`config.mk`:
```
export PLATFORM = sky130hd
export DESIGN_NAME = cache_controller_flat
export DESIGN_NICKNAME = d
export VERILOG_FILES = /design/src/rtl/cache_controller_pkg.sv /design/src/rtl/cache_controller_if.sv /design/src/rtl/cache_controller.sv /design/src/flat_wrapper.sv
export SDC_FILE = /design/constraint.sdc
export NUM_CORES = 1
export LEC_CHECK = 0
export CAP_MARGIN = 20
export CORE_MARGIN = 5
export CORE_UTILIZATION = 47
export DETAILED_ROUTE_END_ITERATION = 12
export HOLD_SLACK_MARGIN = 0.03
export PLACE_DENSITY = 0.83
export SLEW_MARGIN = 10
export SYNTH_ARGS = -nofsm -noshare
export SYNTH_HDL_FRONTEND = slang
export SYNTH_SLANG_ARGS = --single-unit
export TNS_END_PERCENT = 1
```
`constraint.sdc`:
```
create_clock -name iCLK -period 9.19 [get_ports iCLK]
set_input_delay 1.838 -clock iCLK [delete_from_list [all_inputs] [get_ports iCLK]]
set_output_delay 1.838 -clock iCLK [all_outputs]
set_load 0.01 [all_outputs]
```
`src/rtl/cache_controller_pkg.sv`:
```
// Shared types and default geometry for the direct-mapped write-back data cache.
// Tag entries are packed as {valid, dirty, tag}.
package cache_pkg;

   localparam int CC_ADDR_W   = 32;
   localparam int CC_OFFSET_W = 2;
   localparam int CC_IDX_W    = 5;
   localparam int CC_DATA_W   = 32;

   localparam int TAG_W     = CC_ADDR_W - CC_IDX_W - CC_OFFSET_W;
   localparam int TAG_MEM_W = TAG_W + 2;
   localparam int VALID_POS = TAG_MEM_W - 1;
   localparam int DIRTY_POS = TAG_MEM_W - 2;

   typedef enum logic [2:0] {
      ST_INIT,
      ST_IDLE,
      ST_COMPARE,
      ST_WRITEBACK,
      ST_ALLOCATE
   } state_e;

   function automatic logic [TAG_W-1:0] addr_tag(input logic [CC_ADDR_W-1:0] addr);
      return addr[CC_ADDR_W-1 -: TAG_W];
   endfunction

   function automatic logic [CC_IDX_W-1:0] addr_idx(input logic [CC_ADDR_W-1:0] addr);
      return addr[CC_OFFSET_W +: CC_IDX_W];
   endfunction

endpackage

```
`src/rtl/cache_controller_if.sv`:
```
// Bundle of CPU, tag/data array and memory bus signals around the cache controller.
// master = controller side, slave = core/arrays/bus side.
interface cache_controller_if #(
   parameter int ADDR_W    = cache_pkg::CC_ADDR_W,
   parameter int IDX_W     = cache_pkg::CC_IDX_W,
   parameter int DATA_W    = cache_pkg::CC_DATA_W,
   parameter int TAG_MEM_W = cache_pkg::TAG_MEM_W
) ();

   logic                 cpu_req;
   logic                 cpu_we;
   logic [ADDR_W-1:0]    cpu_addr;
   logic [DATA_W-1:0]    cpu_wdata;
   logic [DATA_W-1:0]    cpu_rdata;
   logic                 cpu_ready;

   logic                 tag_we;
   logic [IDX_W-1:0]     tag_idx;
   logic [TAG_MEM_W-1:0] tag_wentry;
   logic [TAG_MEM_W-1:0] tag_rentry;
   logic                 data_we;
   logic [DATA_W-1:0]    data_wdata;
   logic [DATA_W-1:0]    data_rdata;

   logic                 mem_req;
   logic                 mem_we;
   logic [ADDR_W-1:0]    mem_addr;
   logic [DATA_W-1:0]    mem_wdata;
   logic [DATA_W-1:0]    mem_rdata;
   logic                 mem_ack;

   modport master (
      input  cpu_req, cpu_we, cpu_addr, cpu_wdata,
      output cpu_rdata, cpu_ready,
      output tag_we, tag_idx, tag_wentry, data_we, data_wdata,
      input  tag_rentry, data_rdata,
      output mem_req, mem_we, mem_addr, mem_wdata,
      input  mem_rdata, mem_ack
   );

   modport slave (
      output cpu_req, cpu_we, cpu_addr, cpu_wdata,
      input  cpu_rdata, cpu_ready,
      input  tag_we, tag_idx, tag_wentry, data_we, data_wdata,
      output tag_rentry, data_rdata,
      input  mem_req, mem_we, mem_addr, mem_wdata,
      output mem_rdata, mem_ack
   );

endinterface

```
`src/rtl/cache_controller.sv`:
```
// Sequencer for a direct-mapped, write-back, one-word-per-line data cache:
// post-reset invalidate sweep, hit/miss resolution, dirty write-back and line fill.
module cache_controller #(
   parameter int ADDR_W   = cache_pkg::CC_ADDR_W,
   parameter int OFFSET_W = cache_pkg::CC_OFFSET_W,
   parameter int IDX_W    = cache_pkg::CC_IDX_W,
   parameter int DATA_W   = cache_pkg::CC_DATA_W
) (
   input  logic              iCLK,
   input  logic              iRST_N,
   cache_controller_if.master bus
);
   import cache_pkg::*;

   localparam int TAG_BITS = ADDR_W - IDX_W - OFFSET_W;
   localparam int ENTRY_W  = TAG_BITS + 2;
   localparam int V_BIT    = ENTRY_W - 1;
   localparam int D_BIT    = ENTRY_W - 2;

   state_e                state_q, state_d;
   logic [IDX_W-1:0]      init_cnt_q, init_cnt_d;
   logic                  req_we_q, req_we_d;
   logic [TAG_BITS-1:0]   req_tag_q, req_tag_d;
   logic [IDX_W-1:0]      req_idx_q, req_idx_d;
   logic [DATA_W-1:0]     req_wdata_q, req_wdata_d;
   logic [DATA_W-1:0]     rdata_q, rdata_d;
   logic                  mem_req_q, mem_req_d;
   logic                  mem_we_q, mem_we_d;
   logic [ADDR_W-1:0]     mem_addr_q, mem_addr_d;
   logic [DATA_W-1:0]     mem_wdata_q, mem_wdata_d;

   logic                  tag_we;
   logic [IDX_W-1:0]      tag_idx;
   logic [ENTRY_W-1:0]    tag_wentry;
   logic                  data_we;
   logic [DATA_W-1:0]     data_wdata;
   logic                  cpu_ready;
   logic [DATA_W-1:0]     cpu_rdata;

   logic                  entry_valid;
   logic                  entry_dirty;
   logic [TAG_BITS-1:0]   entry_tag;
   logic                  hit;
   logic                  unused_offset;

   assign entry_valid   = bus.tag_rentry[V_BIT];
   assign entry_dirty   = bus.tag_rentry[D_BIT];
   assign entry_tag     = bus.tag_rentry[TAG_BITS-1:0];
   assign hit           = entry_valid && (entry_tag == req_tag_q);
   assign unused_offset = ^bus.cpu_addr[OFFSET_W-1:0];

   always_comb begin
      state_d     = state_q;
      init_cnt_d  = init_cnt_q;
      req_we_d    = req_we_q;
      req_tag_d   = req_tag_q;
      req_idx_d   = req_idx_q;
      req_wdata_d = req_wdata_q;
      rdata_d     = rdata_q;
      mem_req_d   = mem_req_q;
      mem_we_d    = mem_we_q;
      mem_addr_d  = mem_addr_q;
      mem_wdata_d = mem_wdata_q;

      tag_we      = 1'b0;
      tag_idx     = req_idx_q;
      tag_wentry  = '0;
      data_we     = 1'b0;
      data_wdata  = req_wdata_q;
      cpu_ready   = 1'b0;
      cpu_rdata   = rdata_q;

      case (state_q)
         ST_INIT: begin
            tag_we     = 1'b1;
            tag_idx    = init_cnt_q;
            init_cnt_d = init_cnt_q + 1'b1;
            if (init_cnt_q == {IDX_W{1'b1}}) begin
               state_d = ST_IDLE;
            end
         end

         ST_IDLE: begin
            if (bus.cpu_req) begin
               req_we_d    = bus.cpu_we;
               req_tag_d   = bus.cpu_addr[ADDR_W-1 -: TAG_BITS];
               req_idx_d   = bus.cpu_addr[OFFSET_W +: IDX_W];
               req_wdata_d = bus.cpu_wdata;
               state_d     = ST_COMPARE;
            end
         end

         ST_COMPARE: begin
            if (hit) begin
               cpu_ready = 1'b1;
               state_d   = ST_IDLE;
               if (req_we_q) begin
                  data_we    = 1'b1;
                  tag_we     = 1'b1;
                  tag_wentry = {1'b1, 1'b1, req_tag_q};
               end else begin
                  cpu_rdata = bus.data_rdata;
                  rdata_d   = bus.data_rdata;
               end
            end else if (entry_valid && entry_dirty) begin
               // Victim word is captured here so the bus sees it stable for the whole write-back.
               state_d     = ST_WRITEBACK;
               mem_req_d   = 1'b1;
               mem_we_d    = 1'b1;
               mem_addr_d  = {entry_tag, req_idx_q, {OFFSET_W{1'b0}}};
               mem_wdata_d = bus.data_rdata;
            end else begin
               state_d    = ST_ALLOCATE;
               mem_req_d  = 1'b1;
               mem_we_d   = 1'b0;
               mem_addr_d = {req_tag_q, req_idx_q, {OFFSET_W{1'b0}}};
            end
         end

         ST_WRITEBACK: begin
            if (bus.mem_ack) begin
               state_d    = ST_ALLOCATE;
               mem_we_d   = 1'b0;
               mem_addr_d = {req_tag_q, req_idx_q, {OFFSET_W{1'b0}}};
            end
         end

         ST_ALLOCATE: begin
            // Fill installs a clean line; a store then hits on re-compare and sets dirty.
            if (bus.mem_ack) begin
               data_we    = 1'b1;
               data_wdata = bus.mem_rdata;
               tag_we     = 1'b1;
               tag_wentry = {1'b1, 1'b0, req_tag_q};
               mem_req_d  = 1'b0;
               state_d    = ST_COMPARE;
            end
         end

         default: begin
            state_d = ST_INIT;
         end
      endcase
   end

   always_ff @(posedge iCLK or negedge iRST_N) begin
      if (!iRST_N) begin
         state_q     <= ST_INIT;
         init_cnt_q  <= '0;
         req_we_q    <= 1'b0;
         req_tag_q   <= '0;
         req_idx_q   <= '0;
         req_wdata_q <= '0;
         rdata_q     <= '0;
         mem_req_q   <= 1'b0;
         mem_we_q    <= 1'b0;
         mem_addr_q  <= '0;
         mem_wdata_q <= '0;
      end else begin
         state_q     <= state_d;
         init_cnt_q  <= init_cnt_d;
         req_we_q    <= req_we_d;
         req_tag_q   <= req_tag_d;
         req_idx_q   <= req_idx_d;
         req_wdata_q <= req_wdata_d;
         rdata_q     <= rdata_d;
         mem_req_q   <= mem_req_d;
         mem_we_q    <= mem_we_d;
         mem_addr_q  <= mem_addr_d;
         mem_wdata_q <= mem_wdata_d;
      end
   end

   assign bus.tag_we     = tag_we;
   assign bus.tag_idx    = tag_idx;
   assign bus.tag_wentry = tag_wentry;
   assign bus.data_we    = data_we;
   assign bus.data_wdata = data_wdata;
   assign bus.cpu_ready  = cpu_ready;
   assign bus.cpu_rdata  = cpu_rdata;
   assign bus.mem_req    = mem_req_q;
   assign bus.mem_we     = mem_we_q;
   assign bus.mem_addr   = mem_addr_q;
   assign bus.mem_wdata  = mem_wdata_q;

endmodule
```
`src/flat_wrapper.sv`:
```
// flat-port wrapper written by rule: the top's interface ports become plain ports
module cache_controller_flat import cache_pkg::*;
#(
   parameter int ADDR_W   = cache_pkg::CC_ADDR_W,
   parameter int OFFSET_W = cache_pkg::CC_OFFSET_W,
   parameter int IDX_W    = cache_pkg::CC_IDX_W,
   parameter int DATA_W   = cache_pkg::CC_DATA_W
)
  (iCLK, iRST_N, bus_cpu_req, bus_cpu_we, bus_cpu_addr, bus_cpu_wdata, bus_cpu_rdata, bus_cpu_ready, bus_tag_we, bus_tag_idx, bus_tag_wentry, bus_data_we, bus_data_wdata, bus_tag_rentry, bus_data_rdata, bus_mem_req, bus_mem_we, bus_mem_addr, bus_mem_wdata, bus_mem_rdata, bus_mem_ack);
  cache_controller_if #(.ADDR_W(ADDR_W), .IDX_W(IDX_W), .DATA_W(DATA_W)) bus_i ();
  input  logic iCLK;
  input  logic iRST_N;
  input wire logic [$bits(bus_i.cpu_req)-1:0] bus_cpu_req;
  input wire logic [$bits(bus_i.cpu_we)-1:0] bus_cpu_we;
  input wire logic [$bits(bus_i.cpu_addr)-1:0] bus_cpu_addr;
  input wire logic [$bits(bus_i.cpu_wdata)-1:0] bus_cpu_wdata;
  output wire logic [$bits(bus_i.cpu_rdata)-1:0] bus_cpu_rdata;
  output wire logic [$bits(bus_i.cpu_ready)-1:0] bus_cpu_ready;
  output wire logic [$bits(bus_i.tag_we)-1:0] bus_tag_we;
  output wire logic [$bits(bus_i.tag_idx)-1:0] bus_tag_idx;
  output wire logic [$bits(bus_i.tag_wentry)-1:0] bus_tag_wentry;
  output wire logic [$bits(bus_i.data_we)-1:0] bus_data_we;
  output wire logic [$bits(bus_i.data_wdata)-1:0] bus_data_wdata;
  input wire logic [$bits(bus_i.tag_rentry)-1:0] bus_tag_rentry;
  input wire logic [$bits(bus_i.data_rdata)-1:0] bus_data_rdata;
  output wire logic [$bits(bus_i.mem_req)-1:0] bus_mem_req;
  output wire logic [$bits(bus_i.mem_we)-1:0] bus_mem_we;
  output wire logic [$bits(bus_i.mem_addr)-1:0] bus_mem_addr;
  output wire logic [$bits(bus_i.mem_wdata)-1:0] bus_mem_wdata;
  input wire logic [$bits(bus_i.mem_rdata)-1:0] bus_mem_rdata;
  input wire logic [$bits(bus_i.mem_ack)-1:0] bus_mem_ack;
  assign bus_i.cpu_req = bus_cpu_req;
  assign bus_i.cpu_we = bus_cpu_we;
  assign bus_i.cpu_addr = bus_cpu_addr;
  assign bus_i.cpu_wdata = bus_cpu_wdata;
  assign bus_cpu_rdata = bus_i.cpu_rdata;
  assign bus_cpu_ready = bus_i.cpu_ready;
  assign bus_tag_we = bus_i.tag_we;
  assign bus_tag_idx = bus_i.tag_idx;
  assign bus_tag_wentry = bus_i.tag_wentry;
  assign bus_data_we = bus_i.data_we;
  assign bus_data_wdata = bus_i.data_wdata;
  assign bus_i.tag_rentry = bus_tag_rentry;
  assign bus_i.data_rdata = bus_data_rdata;
  assign bus_mem_req = bus_i.mem_req;
  assign bus_mem_we = bus_i.mem_we;
  assign bus_mem_addr = bus_i.mem_addr;
  assign bus_mem_wdata = bus_i.mem_wdata;
  assign bus_i.mem_rdata = bus_mem_rdata;
  assign bus_i.mem_ack = bus_mem_ack;
  cache_controller #(.ADDR_W(ADDR_W), .OFFSET_W(OFFSET_W), .IDX_W(IDX_W), .DATA_W(DATA_W)) u_core (.iCLK(iCLK), .iRST_N(iRST_N), .bus(bus_i));
endmodule
```
Word-level counts from Yosys, hierarchy flattened
Cells that the tools add are included.

cells by class
  add/subtract/negate cells = 1
  multiply operators = 0
  div/mod/pow operators = 0
  $lt $le $gt $ge = 0
  equality and inequality tests = 11
  shift operators = 0
  mux-type cells = 34
  bitwise gates (word level) = 1
  reduce and logical (&&, ||, !) cells = 10

operators by type and width
  kind                                                              number
  32-bit 2-to-1 mux                                                 8
  27-bit 2-to-1 mux                                                 3
  32-bit one-hot mux with 2 select lines                            1
  27-bit one-hot mux with 2 select lines                            1
  25-bit == test                                                    1
  3-bit 2-to-1 mux                                                  6
  3-bit one-hot mux with 5 select lines                             1
  1-bit 2-to-1 mux                                                  9
  3-bit AND reduction                                               3
  2-bit != test (second input constant)                             4
  3-bit by 2-bit == test with 1-bit output (second input constant)  2
  1-bit one-hot mux with 2 select lines                             3
  5-bit by 1-bit adder with 5-bit output (second input constant)    1
  5-bit == test (second input constant)                             1
  5-bit 2-to-1 mux                                                  1
  4-bit AND reduction                                               1
  2-bit nonzero test                                                2
  3-bit by 1-bit == test with 1-bit output (second input constant)  1
  3-bit == test (second input constant)                             1
  3-bit logical NOT                                                 1
  1-bit one-hot mux with 3 select lines                             1
  1-bit logical AND                                                 2
  2-bit by 1-bit != test with 1-bit output (second input constant)  1
  2-bit AND reduction                                               1
  1-bit inverter                                                    1

word-level totals
  register bits after elaboration = 169
  latch bits = 0
  bits in writable memories = 0
  ROM bits = 0
  input port bits = 160
  word-level logic and storage cells = 68
  memories kept = 0

Logic depth before layout (Yosys ltp)
  depth after elaboration = 4
  gate-level depth with buffers = 8
  gate-level depth less buffers = 8

Worst setup path before layout
Ideal clock, no wire load.

  path kind = input to output
  start = input bus_tag_rentry[1]
  end = output bus_cpu_rdata[10]
  arrival = 3.661 ns
  required time = 7.352 ns
  slack = 3.691 ns
  stages = 7
  buffers on the path = 2
  cell sequence = xnor2_1 -> nand4_1 -> or4_1 -> clkbuf_1 -> nor3_4 -> buf_6 -> mux2_1

on the way
  longest elaborated chain between the ends = 4

ends and longest elaborated chain
  item               line                    RTL
  start, declared    flat_wrapper.sv:24      input wire logic [$bits(bus_i.tag_rentry)-1:0] bus_tag_rentry;
  25-bit == test     cache_controller.sv:49  assign hit = entry_valid && (entry_tag == req_tag_q);
  1-bit logical AND  cache_controller.sv:49
  32-bit 2-to-1 mux  --
  32-bit 2-to-1 mux  cache_controller.sv:73  case (state_q)
  end, declared      flat_wrapper.sv:17      output wire logic [$bits(bus_i.cpu_rdata)-1:0] bus_cpu_rdata;

Every way passes these cells.

Worst setup path after layout
  start = input bus_tag_rentry[8]
  end = output bus_tag_wentry[0]

on the way
  longest elaborated chain between the ends = 4

ends and longest elaborated chain
  item                                    line                    RTL
  25-bit == test                          cache_controller.sv:49
  1-bit logical AND                       cache_controller.sv:49
  27-bit 2-to-1 mux                       cache_controller.sv:94  if (hit) begin
  27-bit one-hot mux with 2 select lines  cache_controller.sv:73
  end, declared                           flat_wrapper.sv:21      output wire logic [$bits(bus_i.tag_wentry)-1:0] bus_tag_wentry;

Every way passes these cells.

==> metrics.md <==
| Metric | Value |
|---|---|
| Clock skew | `between 8 and 9 ps` |
| Total gr overflow | `0` |
| H-tree depth | `4` |
| Drt total wl | `between 20000 and 25000 µm` |
| Worst skew pair latency | `roughly 430 ps` |
| Cell with the most instances after synthesis | `dfrtp_1` |
| Number of gates resized after CTS | `0` |
| Starting Density | `47.6%` |
| Critical path arrival | `approximately 5200 ps` |
| Critical path buffer and inverter count | `3` |
| Layout cell share with drive strength beyond 1 | `between 10% and 20%` |
| Final hold vios | `0` |
| Slew Limit Fails | `0` |
| Total power draw | `about 3500 µW` |
| # IOs | `roughly 330` |
| Detail Route Antenna Nets | `0` |
| CTS clock-pin slew for the worst setup and hold paths | `~70 ps` |
| Setup CP Type | `in -> out` |
| Largest net degree at the start of global routing | `93` |
| Post-synth top cells | `dfrtp_1 (167), mux2_2 (107), mux2_1 (59), clkbuf_1 (42), nand4_1 (32)` |
| Cts bufs inserted | `17` |
| Via count | `roughly 6.6k` |
| Postcts setup bufs | `0` |
| Post-synth top area cell | `dfrtp_1` |
| Most frequent CP cell | `clkdlybuf4s50_1` |
| Area Overhead vs Synth | `48.4%` |
| Die span in x | `142 µm` |
| Core area | `between 15000 and 20000 µm²` |
| Post-DP Area | `11600 µm²` |
| Pre-antenna DRT Iters | `6` |
| Nets | `around 1.1k` |
| Hold Buf Count CTS | `0` |
| Worst EP required | `7350 ps` |
| Crit Path Max Fanout | `28` |
| Final setup fails | `0` |
| Post-placement setup slack | `approximately 2200 ps` |
| GP Congestion | `0.850` |
| Mean Syn Cell Area | `roughly 12 µm²` |
| Hold Path Class | `reg -> reg` |
| Max Cap Viol | `0` |
| Lkg Pwr | `roughly 0.0051 µW` |
| Post-synth top area share | `51.1%` |
| WHS | `roughly 480 ps` |
| Ys flop type | `dfrtp_1` |
| Tmin final | `roughly 7000 ps` |
| CP endpoint kind | `output pin` |
| Netlist cell types | `47` |
| Critical Path Slowest Stage Cell | `o31ai_4` |
| CTS Root Cell | `clkbuf_16` |
| Ys Warns | `0` |
| DP HPWL | `approximately 18000 µm` |
| Sequential area share after synthesis | `51.1%` |
| Chip height | `approximately 140 µm` |
| Post-synthesis sequential element count | `around 170` |
| Post-synth EDFFs | `0` |
| Unrepaired setup endpoints after global routing | `no` |
| Die ar. | `approximately 20000 µm²` |
| Top delay family on crit path | `buffers and inverters` |
| Rows | `48` |
| Max Freq | `between 0.1 and 0.15 GHz` |
| Worst-margin pin slew | `between 1000 and 1500 ps` |
| Final worst slack | `between 2000 and 2500 ps` |
| Setup_tns | `0 ps` |
| Crit-path max cell delay | `950 ps` |
| Vias per inst | `around 5.5` |
| Vias in the first global route | `6909` |
| Status | `finished clean` |
| Async set-reset flop share out of synthesis | `100%` |
| Total track usage | `around a quarter` |
| Global-route wire length before repair | `38400 µm` |
| # DRC | `0` |
| Post-Synthesis Cells | `655` |
| Top cells by area, synth | `dfrtp_1 (51%), mux2_2 (15%), mux2_1 (8.1%), mux2i_1 (3.1%), o32ai_1 (2.7%)` |
| CTS tree | `yes` |
| Initial antenna violation count | `2` |
| Final worst-path cycle share | `about three quarters` |
| PwrDens | `290 nW/µm²` |
| Design Area, Final | `between 10000 and 15000 µm²` |
| IO buf count | `between 300 and 400` |
| Crit path cell chain | `clkdlybuf4s50_1 > xor2_1 > nor4_4 > buf_4 > nand2_1 > o31ai_4 > and2_1 > clkdlybuf4s50_1` |
| VDD IR max | `~0.17 mV` |
| Drt first-iter violations | `between 400 and 500` |
| Critical path startpoint category | `primary input` |
| Max clock buf depth | `2` |
| Mapped Area | `just over 8000 µm²` |
| Relative max-transition margin | `around 26%` |
| Total clock sinks | `roughly 170` |
| Drt wl/cell | `20.5 µm` |
[stage by stage]
stage	utilization [%]	instances
3_5_place_dp	67.3	1158
2_1_floorplan	-	656
4_1_cts	70.6	1190
3_3_place_gp	67.3	1158
5_1_grt	70.7	1192
6_report	70.7	1192
[cell usage in the layout (no fill, tap or decap), types with 15 or more instances in the layout]
cell and instances:
dfrtp_1 167, clkbuf_16 17, mux2_1 59, mux2_2 107, mux2i_1 25, o32ai_1 25, nand4_1 32, nor2_1 30
a31oi_1 25, xnor2_1 15, and2_1 26, clkdlybuf4s50_1 319
[sequential cells by signal, indices dropped and copies added (netlist names)]
| register | cells |
|---|---|
| u_core.req_we_q | 1 |
| u_core.req_wdata_q | 32 |
| u_core.bus.mem_wdata | 32 |
| u_core.rdata_q | 32 |
| u_core.req_tag_q | 25 |
| u_core.init_cnt_q | 5 |
| u_core.bus.mem_req | 1 |
| u_core.state_q | 3 |
| u_core.bus.mem_addr | 30 |
| u_core.bus.mem_we | 1 |
| u_core.req_idx_q | 5 |
[per-layer routing]
| layer | part of all wire, % | up-vias | track usage, % |
|---|---|---|---|
| li1 | - | 3017 | - |
| met1 | 39 | 3206 | 30.0 |
| met2 | 49 | 297 | 40.3 |
| met3 | 7.9 | 52 | 7.01 |
| met4 | 3.5 | 0 | 10.4 |
| met5 | 0 | - | 0 |
[cells by family (layout without fill, tap and decap cells)]
group,Yosys count,after routing,share of synthesized area [%]
flip-flops,167,167,51.1
XOR/XNOR,28,28,3.00
AO/OA/AOI/OAI,71,71,6.81
AND/OR/NAND/NOR,138,138,9.70
adder cells (fa/ha/maj),2,2,0.306
buffers and inverters,57,366,3.14
other,1,4,0.0458
multiplexers,191,191,25.9
[path summary, 6_finish.rpt]
check,start,to,slack (ps),cells past startpoint
max in group asynchronous,iRST_N,u_core.bus.mem_wdata[23],6150,2
worst min-delay path,u_core.rdata_q[12],u_core.rdata_q[12],480,1
worst max register to register,u_core.req_tag_q[19],u_core.bus.mem_addr[28],6290,6
min in group asynchronous,iRST_N,u_core.req_wdata_q[15],1470,1
worst min register to register,u_core.rdata_q[12],u_core.rdata_q[12],480,1
worst max-delay path,bus_tag_rentry[8],bus_tag_wentry[0],2190,8
[area by class of cell]
type / count / area [µm²]
Antenna cell: 2 / 5.00
Sequential cell: 167 / 4180
Tap cell: 225 / 282
Timing Repair Buffer: 333 / 3300
Multi-Input combinational cell: 432 / 3790
Fill cell: 1251 / 5040
Clock inverter: 15 / 154
Inverter: 1 / 3.75
Clock buffer: 17 / 425
[power breakdown]
group | switching, µW | total, µW | internal [µW] | leakage, µW
registers | 240 | 1270 | 1030 | 0.00206
logic | 646 | 1550 | 908 | 0.00272
clock network | 333 | 694 | 361 | 0.000271
total | 1220 | 3520 | 2300 | 0.00506
[worst reg2reg max path, stage by stage, from the launching register on]
cell      delay, ps
dfrtp_1         430
xnor2_1         310
nand4_1         160
nor4_1          800
nand4b_1        510
buf_4           390
a31oi_1         210
No activity file was read; power rests on OpenSTA's default activity.
